File: src/rtl/alu_rr_sequencer_if.sv
// Bus bundle between the issue/writeback sequencer and its neighbours:
// the instruction source, the register-file preload port, the alu_base
// operand/result pair, the retire port and the FSM debug view.
//
// instr_valid / instr_ready handshake:
//   - A word transfers on a rising edge where instr_valid and instr_ready
//     are both high.
//   - While instr_valid is high and instr_ready is low, the upstream holds
//     instr stable; nothing is consumed.
//   - instr_ready never depends on instr_valid, so there is no combinational
//     loop through the handshake.
interface alu_rr_sequencer_if #(
  parameter int XLEN       = 32,
  parameter int REG_ADDR_W = 5
);

  // Instruction handshake
  logic                  instr_valid;
  logic [31:0]           instr;
  logic                  instr_ready;

  // Register-file preload
  logic                  preload_en;
  logic [REG_ADDR_W-1:0] preload_addr;
  logic [XLEN-1:0]       preload_data;

  // alu_base operand / result pair
  logic                  alu_base_enable;
  logic [2:0]            funct3;
  logic [XLEN-1:0]       rs1_value;
  logic [XLEN-1:0]       rs2_value;
  logic [XLEN-1:0]       rd_value;

  // Retire and error reporting
  logic                  retire_valid;
  logic [REG_ADDR_W-1:0] retire_rd;
  logic [XLEN-1:0]       retire_value;
  logic                  illegal_instr;

  // FSM state, for checkers and waveform reading (0 IDLE, 1 EXEC, 2 WB)
  logic [1:0]            fsm_state;

  // Sequencer side
  modport slave (
    input  instr_valid, instr,
    input  preload_en, preload_addr, preload_data,
    input  rd_value,
    output instr_ready,
    output alu_base_enable, funct3, rs1_value, rs2_value,
    output retire_valid, retire_rd, retire_value, illegal_instr,
    output fsm_state
  );

  // Environment side (instruction source, preload, alu_base, observers)
  modport master (
    output instr_valid, instr,
    output preload_en, preload_addr, preload_data,
    output rd_value,
    input  instr_ready,
    input  alu_base_enable, funct3, rs1_value, rs2_value,
    input  retire_valid, retire_rd, retire_value, illegal_instr,
    input  fsm_state
  );

endinterface

File: src/rtl/alu_rr_sequencer.sv
// alu_rr_sequencer: issue and writeback stage around alu_base.
// Accepts one RV32I register-register instruction at a time, reads its
// operands from an internal 32 x XLEN register file, presents them to
// alu_base for one cycle (EXEC) and writes the registered result back to
// rd on the next cycle (WB). One instruction per three cycles.
//
// Build option: ALU_RR_SEQUENCER_REGFILE_RESET_EN
//   defined   - reset clears every register to zero.
//   undefined - the register file has no reset so it can map onto RAM;
//               contents are undefined until written. x0 always reads 0.
module alu_rr_sequencer #(
  parameter int XLEN       = 32,
  parameter int REG_ADDR_W = 5
) (
  input  logic              clock,
  input  logic              reset,
  alu_rr_sequencer_if.slave bus
);

  localparam int          NREGS     = 1 << REG_ADDR_W;
  localparam logic [6:0]  OPCODE_OP = 7'b0110011;
  localparam logic [6:0]  FUNCT7_OK = 7'b0000000;

  typedef enum logic [1:0] {
    IDLE = 2'd0,
    EXEC = 2'd1,
    WB   = 2'd2
  } state_t;

  state_t state;
  state_t state_next;

  // Register file storage; entry 0 is never written and never read out.
  logic [XLEN-1:0] regs [NREGS];

  // Decoded fields of the offered instruction word
  logic [6:0]            dec_opcode;
  logic [REG_ADDR_W-1:0] dec_rd;
  logic [2:0]            dec_funct3;
  logic [REG_ADDR_W-1:0] dec_rs1;
  logic [REG_ADDR_W-1:0] dec_rs2;
  logic [6:0]            dec_funct7;
  logic                  dec_legal;

  // Issue-time register-file reads
  logic [XLEN-1:0]       rs1_read;
  logic [XLEN-1:0]       rs2_read;

  // Handshake and write qualifiers
  logic                  ready;
  logic                  accept;
  logic                  accept_legal;
  logic                  accept_illegal;
  logic                  wb_write;
  logic                  preload_write;

  // Operand and destination holding registers for the in-flight instruction
  logic [2:0]            funct3_q;
  logic [XLEN-1:0]       rs1_q;
  logic [XLEN-1:0]       rs2_q;
  logic [REG_ADDR_W-1:0] rd_q;
  logic                  illegal_q;

  // Slice the instruction word into its R-type fields
  assign dec_opcode = bus.instr[6:0];
  assign dec_rd     = bus.instr[11:7];
  assign dec_funct3 = bus.instr[14:12];
  assign dec_rs1    = bus.instr[19:15];
  assign dec_rs2    = bus.instr[24:20];
  assign dec_funct7 = bus.instr[31:25];

  // Only plain OP encodings go to alu_base; SUB/SRA (funct7 0100000) and
  // anything else are rejected.
  assign dec_legal = (dec_opcode == OPCODE_OP) && (dec_funct7 == FUNCT7_OK);

  // Reads see the current array; only one instruction is ever in flight,
  // so no forwarding path is needed. x0 is forced to zero here.
  assign rs1_read = (dec_rs1 == '0) ? '0 : regs[dec_rs1];
  assign rs2_read = (dec_rs2 == '0) ? '0 : regs[dec_rs2];

  // Preload has priority over issue in IDLE, which keeps the two writers of
  // the array from ever meeting in the same cycle.
  assign ready          = (state == IDLE) && !bus.preload_en;
  assign accept         = bus.instr_valid && ready;
  assign accept_legal   = accept && dec_legal;
  assign accept_illegal = accept && !dec_legal;

  assign wb_write      = (state == WB) && (rd_q != '0);
  assign preload_write = (state == IDLE) && bus.preload_en &&
                         (bus.preload_addr != '0);

  // State register
  always_ff @(posedge clock or posedge reset) begin
    if (reset) begin
      state <= IDLE;
    end else begin
      state <= state_next;
    end
  end

  // Next-state logic and per-state outputs
  always_comb begin
    state_next           = state;
    bus.instr_ready      = 1'b0;
    bus.alu_base_enable  = 1'b0;
    bus.retire_valid     = 1'b0;
    bus.retire_rd        = '0;
    bus.retire_value     = bus.rd_value;
    unique case (state)
      IDLE: begin
        bus.instr_ready = ready;
        if (accept_legal) begin
          state_next = EXEC;
        end
      end
      EXEC: begin
        bus.alu_base_enable = 1'b1;
        state_next          = WB;
      end
      WB: begin
        bus.retire_valid = 1'b1;
        bus.retire_rd    = rd_q;
        state_next       = IDLE;
      end
      default: begin
        state_next = IDLE;
      end
    endcase
  end

  // Capture operands and destination on a legal issue; flag rejected words
  always_ff @(posedge clock or posedge reset) begin
    if (reset) begin
      funct3_q  <= '0;
      rs1_q     <= '0;
      rs2_q     <= '0;
      rd_q      <= '0;
      illegal_q <= 1'b0;
    end else begin
      illegal_q <= accept_illegal;
      if (accept_legal) begin
        funct3_q <= dec_funct3;
        rs1_q    <= rs1_read;
        rs2_q    <= rs2_read;
        rd_q     <= dec_rd;
      end
    end
  end

`ifdef ALU_RR_SEQUENCER_REGFILE_RESET_EN
  // Register file with reset: writeback in WB, preload in IDLE
  always_ff @(posedge clock or posedge reset) begin
    if (reset) begin
      for (int i = 0; i < NREGS; i++) begin
        regs[i] <= '0;
      end
    end else if (wb_write) begin
      regs[rd_q] <= bus.rd_value;
    end else if (preload_write) begin
      regs[bus.preload_addr] <= bus.preload_data;
    end
  end
`else
  // Register file without reset: writeback in WB, preload in IDLE
  always_ff @(posedge clock) begin
    if (wb_write) begin
      regs[rd_q] <= bus.rd_value;
    end else if (preload_write) begin
      regs[bus.preload_addr] <= bus.preload_data;
    end
  end
`endif

  // Operands stay on the bus from the issue edge until the next issue, so
  // they are stable for the whole EXEC cycle.
  assign bus.funct3        = funct3_q;
  assign bus.rs1_value     = rs1_q;
  assign bus.rs2_value     = rs2_q;
  assign bus.illegal_instr = illegal_q;
  assign bus.fsm_state     = state;

endmodule

File: src/flat_wrapper.sv
// flat-port wrapper written by rule: the top's interface ports become plain ports
module alu_rr_sequencer_flat 
#(
  parameter int XLEN       = 32,
  parameter int REG_ADDR_W = 5
)
  (clock, reset, bus_instr_valid, bus_instr, bus_preload_en, bus_preload_addr, bus_preload_data, bus_rd_value, bus_instr_ready, bus_alu_base_enable, bus_funct3, bus_rs1_value, bus_rs2_value, bus_retire_valid, bus_retire_rd, bus_retire_value, bus_illegal_instr, bus_fsm_state);
  alu_rr_sequencer_if #(.XLEN(XLEN), .REG_ADDR_W(REG_ADDR_W)) bus_i ();
  input  logic clock;
  input  logic reset;
  input wire logic [$bits(bus_i.instr_valid)-1:0] bus_instr_valid;
  input wire logic [$bits(bus_i.instr)-1:0] bus_instr;
  input wire logic [$bits(bus_i.preload_en)-1:0] bus_preload_en;
  input wire logic [$bits(bus_i.preload_addr)-1:0] bus_preload_addr;
  input wire logic [$bits(bus_i.preload_data)-1:0] bus_preload_data;
  input wire logic [$bits(bus_i.rd_value)-1:0] bus_rd_value;
  output wire logic [$bits(bus_i.instr_ready)-1:0] bus_instr_ready;
  output wire logic [$bits(bus_i.alu_base_enable)-1:0] bus_alu_base_enable;
  output wire logic [$bits(bus_i.funct3)-1:0] bus_funct3;
  output wire logic [$bits(bus_i.rs1_value)-1:0] bus_rs1_value;
  output wire logic [$bits(bus_i.rs2_value)-1:0] bus_rs2_value;
  output wire logic [$bits(bus_i.retire_valid)-1:0] bus_retire_valid;
  output wire logic [$bits(bus_i.retire_rd)-1:0] bus_retire_rd;
  output wire logic [$bits(bus_i.retire_value)-1:0] bus_retire_value;
  output wire logic [$bits(bus_i.illegal_instr)-1:0] bus_illegal_instr;
  output wire logic [$bits(bus_i.fsm_state)-1:0] bus_fsm_state;
  assign bus_i.instr_valid = bus_instr_valid;
  assign bus_i.instr = bus_instr;
  assign bus_i.preload_en = bus_preload_en;
  assign bus_i.preload_addr = bus_preload_addr;
  assign bus_i.preload_data = bus_preload_data;
  assign bus_i.rd_value = bus_rd_value;
  assign bus_instr_ready = bus_i.instr_ready;
  assign bus_alu_base_enable = bus_i.alu_base_enable;
  assign bus_funct3 = bus_i.funct3;
  assign bus_rs1_value = bus_i.rs1_value;
  assign bus_rs2_value = bus_i.rs2_value;
  assign bus_retire_valid = bus_i.retire_valid;
  assign bus_retire_rd = bus_i.retire_rd;
  assign bus_retire_value = bus_i.retire_value;
  assign bus_illegal_instr = bus_i.illegal_instr;
  assign bus_fsm_state = bus_i.fsm_state;
  alu_rr_sequencer #(.XLEN(XLEN), .REG_ADDR_W(REG_ADDR_W)) u_core (.clock(clock), .reset(reset), .bus(bus_i));
endmodule
File: config.mk
export PLATFORM = sky130hd
export DESIGN_NAME = alu_rr_sequencer_flat
export DESIGN_NICKNAME = d
export VERILOG_FILES = /design/src/rtl/alu_rr_sequencer_if.sv /design/src/rtl/alu_rr_sequencer.sv /design/src/flat_wrapper.sv
export SDC_FILE = /design/constraint.sdc
export NUM_CORES = 1
export LEC_CHECK = 0
export CAP_MARGIN = 20
export CELL_PAD_IN_SITES_DETAIL_PLACEMENT = 2
export CELL_PAD_IN_SITES_GLOBAL_PLACEMENT = 2
export CORE_AREA = 2 2 354 356
export DETAILED_ROUTE_END_ITERATION = 8
export DIE_AREA = 0 0 356 358
export PLACE_DENSITY = 0.74
export RECOVER_POWER = 100
export SLEW_MARGIN = 5
export SYNTH_ARGS = -nofsm -noshare
export SYNTH_HDL_FRONTEND = slang
export SYNTH_SLANG_ARGS = --single-unit
export TNS_END_PERCENT = 50
File: constraint.sdc
create_clock -name clock -period 3.02 [get_ports clock]
set_input_delay 0.604 -clock clock [delete_from_list [all_inputs] [get_ports clock]]
set_output_delay 0.604 -clock clock [all_outputs]
set_load 0.01 [all_outputs]
Word-level counts from Yosys, hierarchy flattened
Memory sizes are Yosys's and may differ from the RTL's.
Cells that the tools add are included.
{"block": "classes", "n_reduce_logical": 17, "eq_ne": 4, "n_mux": 16}
{"cell": "$mux W32", "n": 3}
{"cell": "$reduce_or A32 Y1", "n": 1}
{"cell": "$logic_not A5 Y1", "n": 2}
{"cell": "$mux W5", "n": 2}
{"cell": "$reduce_bool A5 Y1", "n": 2}
{"cell": "$mux W1", "n": 9}
{"cell": "$logic_and A1 B1 Y1", "n": 8}
{"cell": "$eq A7 B6 Y1 const B", "n": 1}
{"cell": "$logic_not A7 Y1", "n": 1}
{"cell": "$pmux W2 S2", "n": 1}
{"cell": "$eq A2 B1 Y1 const B", "n": 1}
{"cell": "$eq A2 B2 Y1 const B", "n": 1}
{"cell": "$logic_not A1 Y1", "n": 2}
{"cell": "$logic_not A2 Y1", "n": 1}
{"cell": "$mux W2", "n": 1}
{"cell": "$ne A2 B1 Y1 const B", "n": 1}
{"block": "word_totals", "mem_bits_rw": 1024, "memories": 1, "elab_cells": 44, "ff_bits": 75}
{"name": "u_core.regs", "depth": 32, "width": 32, "rd": 2, "rd_clocked_by_memory_dff": 0, "write_ports": 1, "line": "alu_rr_sequencer.sv:34", "source": "logic [XLEN-1:0] regs [NREGS];"}

Logic depth before layout (Yosys ltp)
{"block": "logic_depth", "word_depth": 8, "depth_mapped": 10, "mapped_depth_nobuf": 5}

Worst setup path before layout
OpenSTA, ideal clock, no wires.
{"block": "synth_timing", "path_type": "input-to-reg", "startpoint": "input port bus_preload_addr[3]", "endpoint": "memory u_core.regs[21][0], enable pin", "path_buffers": 3, "cell_stages": 8, "path_slack_ns": -0.905, "setup_ns": 0.421, "required_time_ns": 2.599, "arrival_time_ns": 3.503, "path_cell_list": "clkbuf_1 > or4_1 > o211ai_2 > buf_2 > buf_2 > nand2_1 > o21a_1 > nor2_1"}
{"block": "synth_via", "elab_chain_cells": 7}
{"item": "start: declaration", "line": "flat_wrapper.sv:14", "source": "input wire logic [$bits(bus_i.preload_addr)-1:0] bus_preload_addr;"}
{"item": "$reduce_bool A5 Y1", "line": "alu_rr_sequencer.sv:90", "source": "(bus.preload_addr != '0);"}
{"item": "$logic_and A1 B1 Y1", "line": "alu_rr_sequencer.sv:89", "source": "assign preload_write = (state == IDLE) && bus.preload_en &&"}
{"item": "$mux W1", "line": "alu_rr_sequencer.sv:168", "source": "end else if (preload_write) begin"}
{"item": "$mux W1", "line": "alu_rr_sequencer.sv:166", "source": "if (wb_write) begin"}
{"item": "$mux W1 (implied by the code)", "line": "alu_rr_sequencer.sv:169", "source": "regs[bus.preload_addr] <= bus.preload_data;"}
{"item": "$reduce_or A32 Y1 (no source line)"}
{"item": "$mux W5 (no source line) / $mux W1 (equally long branches)"}
{"item": "end: declaration", "line": "alu_rr_sequencer.sv:34"}
Parallel ways exist; a longest one is shown, timed or not.

Final worst setup path
{"block": "layout_timing", "startpoint": "input port bus_preload_addr[4]", "endpoint": "memory u_core.regs[2][26], enable pin"}
Same word-level chain as after synthesis.

==> results.json <==
{
  "cts_sinks": 1099,
  "ir_drop_mv": 0.4931,
  "clk_pin_slew_ns": 0.06,
  "syn_to_final_growth_pct": 20.52,
  "root_buffer": "clkbuf_16",
  "final.setup_skew_ns": 0.03622,
  "critPathArrivalTime_ns": 3.30,
  "avgRoutedWirePerCell_um": 42.51,
  "maxSlewViolCount": 20,
  "required_ns": 3.37,
  "dp_hpwl_um": 139600,
  "numPortBuffers": 214,
  "fp.dieW_um": 356,
  "path_class": "input port to flip-flop",
  "grtUsageTotal": 0.3426,
  "setup_tns_ns": 0,
  "std_cell_rows": 129,
  "htree_levels": 3,
  "nets": 3517,
  "cp_max_fo": 14,
  "synthCells": 3005,
  "wl_um": 219100,
  "antenna_found_initial": 14,
  "dp.cells": 4931,
  "rsz0062_at_grt": "no",
  "finalSetupViolCount": 0,
  "slew_headroom": -0.03893,
  "core_area_mm2": 0.1233,
  "num_vias": 35176,
  "cts_buffers": 116,
  "grt_overflow": 0,
  "synth.yosys.seq_area_share": 0.6324,
  "dr.pass1.iters": 5,
  "status": "finished, violations left",
  "powerDensity_mw_per_mm2": 568.4,
  "cap_viol_max_count": 1,
  "synth_cell_types": 49,
  "leakage_nw": 21.64,
  "hold_violations": 0,
  "synth-edff-count": 1024,
  "dieArea_mm2": 0.1274,
  "drt-vias-per-instance": 6.824,
  "layout-drive-gt1-share": 0.2764,
  "place_congestion": 0.8724,
  "cts_tree": "yes",
  "final_cells": 5155,
  "cts_buffer_depth": 3,
  "hold_path_class": "input port to flip-flop",
  "worst-slew-pin-transition_ns": 1.550,
  "final_area_mm2": 0.06218,
  "finalPower_mw": 35.34,
  "grt_pass1_vias": 38078,
  "synth_ff_type": "edfxtp_1",
  "ant_nets": 0,
  "post-route-period-util": 0.9767,
  "synth_seq_cells": 1099,
  "min_period_ns": 2.950,
  "grt_start_max_net_pins": 54,
  "setup_slack_ns": 0.07034,
  "async_flop_share": 0.06824,
  "start_util": 0.4184,
  "fmax_mhz": 339.0,
  "rrSetupSlack_ns": 0.10,
  "placed_cell_area_mm2": 0.05927,
  "avgSynthCellArea_um2": 17.17,
  "end_kind": "flip-flop",
  "drc": 0,
  "grt_pass1_wl_um": 304500,
  "violations": "max-capacitance violations, max-slew violations",
  "yosysWarningCount": 0,
  "pin_count": 215,
  "start_kind": "input port",
  "synth_area_mm2": 0.05159,
  "dpl_worst_slack_ns": -0.5401,
  "clock_latency_ns": 0.75,
  "hold_slack_ns": 0.4861,
  "post-cts-setup-buffer-count": 0,
  "drt_iter0_drc": 4212,
  "utilization": 0.5042,
  "dieHeight_um": 358
}
==> final timing paths <==
check                                               from                       end  depth (start not counted)
worst max-delay path                 bus_preload_addr[4]        u_core.regs[2][26]                          9
max in group asynchronous                          reset  u_core.bus.rs1_value[26]                          3
worst min-delay path                        bus_instr[8]            u_core.rd_q[1]                          2
worst max register to register   u_core.bus.fsm_state[0]        u_core.regs[20][6]                          7
min in group asynchronous                          reset  u_core.bus.rs2_value[14]                          2
worst min register to register  u_core.bus.rs2_value[29]  u_core.bus.rs2_value[29]                          1
==> worst max-delay path: stages <==
cell,delay (ns)
clkdlybuf4s50_1,0.42
or4_1,0.61
o211ai_4,0.26
buf_12,0.18
buf_4,0.12
a31oi_1,0.09
buf_4,0.21
nor2_4,0.18
buf_2,0.60
==> synth_stat cells (2+ instances only) <==
| library cell | n | area [µm²] |
|---|---|---|
| edfxtp_1 | 1024 | 30750 |
| buf_4 | 34 | 255.2 |
| a2bb2oi_1 | 10 | 87.58 |
| nor3b_1 | 5 | 37.54 |
| buf_2 | 84 | 420.4 |
| a21oi_1 | 65 | 325.3 |
| and3_1 | 3 | 18.77 |
| or4_1 | 4 | 30.03 |
| clkbuf_1 | 123 | 461.7 |
| mux2_4 | 5 | 75.07 |
| mux2_2 | 83 | 934.7 |
| a221oi_1 | 46 | 402.9 |
| a211oi_1 | 64 | 480.5 |
| nand2b_1 | 5 | 31.28 |
| nor3_2 | 47 | 470.5 |
| o21ai_0 | 63 | 315.3 |
| buf_1 | 28 | 105.1 |
| a22oi_1 | 136 | 1021 |
| nor2b_1 | 72 | 450.4 |
| buf_6 | 7 | 78.83 |
| mux2i_1 | 397 | 3974 |
| nor3_1 | 21 | 105.1 |
| o221ai_1 | 6 | 52.55 |
| dfrtp_1 | 75 | 1877 |
| nor4_1 | 3 | 18.77 |
| nor2_1 | 46 | 172.7 |
| inv_1 | 8 | 30.03 |
| nand3_4 | 2 | 35.03 |
| nand3_1 | 48 | 240.2 |
| a31oi_1 | 16 | 100.1 |
| o22ai_1 | 2 | 12.51 |
| a21o_1 | 2 | 15.01 |
| nand2_1 | 69 | 259.0 |
| a22o_1 | 62 | 543.0 |
| and2_1 | 5 | 31.28 |
| mux4_2 | 322 | 7252 |
==> registers in the layout, indices dropped and copies added, names as in the netlist <==
signal and count:
u_core.regs 1024, u_core.rd_q 5, u_core.bus.rs2_value 32, u_core.bus.illegal_instr 1, u_core.bus.funct3 3, u_core.bus.rs1_value 32
u_core.bus.fsm_state 2
==> layout by cell type, fill, tap and decap left out, types with 6 or more instances in the layout <==
| cell | instances |
|---|---|
| nand2_1 | 70 |
| clkbuf_2 | 32 |
| nand3_1 | 48 |
| dlygate4sd3_1 | 107 |
| o221ai_1 | 6 |
| clkbuf_8 | 11 |
| a221oi_1 | 46 |
| nor2_4 | 22 |
| a211oi_1 | 64 |
| clkdlybuf4s50_1 | 96 |
| buf_2 | 8 |
| conb_1 | 32 |
| mux2i_1 | 397 |
| o21ai_0 | 61 |
| edfxtp_1 | 1024 |
| bufinv_16 | 14 |
| clkinv_2 | 20 |
| clkbuf_4 | 26 |
| mux2_1 | 30 |
| nor3_1 | 21 |
| nor3_2 | 47 |
| mux4_2 | 322 |
| a21oi_1 | 65 |
| buf_4 | 156 |
| clkbuf_16 | 117 |
| a22o_1 | 62 |
| nor2_1 | 19 |
| a2bb2oi_1 | 10 |
| inv_1 | 7 |
| dfrtp_1 | 74 |
| mux2_2 | 58 |
| a22oi_1 | 136 |
| clkbuf_1 | 28 |
| nor2b_1 | 68 |
| buf_12 | 93 |
| a31oi_1 | 15 |
| clkinv_1 | 24 |
==> power breakdown <==
group          switching [mW]  internal (mW)
Combinational            2.09           1.30
Clock                    6.45           8.51
Sequential             0.0728           16.9
Total                    8.61           26.7
==> logic make-up (layout without fill, tap and decap cells) <==
family / count (synthesis) / in the layout / share of synthesized area
buf+inv: 284 / 761 / 0.02619
mux: 807 / 807 / 0.2372
other cells: 1 / 37 / 0.00007268
simple gates: 339 / 339 / 0.03861
compound gates: 475 / 475 / 0.06560
flops: 1099 / 1099 / 0.6324
==> timing repair <==
action / CTS / global route
endpoints found under the hold margin: 0 / 0
gates resized for setup: 4 / 0
endpoints found under the setup margin: 148 / 0
hold buffers: 0 / 0
==> per-layer routing <==
metal | vias to the layer above | track usage | wire [µm]
li1 | 13227 | - | -
met4 | 12 | 0.1785 | 13490
met2 | 2417 | 0.5580 | 103700
met3 | 646 | 0.07537 | 20720
met1 | 18874 | 0.4310 | 81140
met5 | - | 0 | 76
==> layout make-up <==
type                       count  area, µm²
tap                         1637       2048
multi-input combinational   1653      17950
timing repair buffer         534       5639
clock inverter                68      719.4
clock buffer                 151       3146
fill                       10903      61130
sequential                  1099      32630
antenna                        5      12.51
inverter                       8      31.28
(Power assumes the default switching activity.)
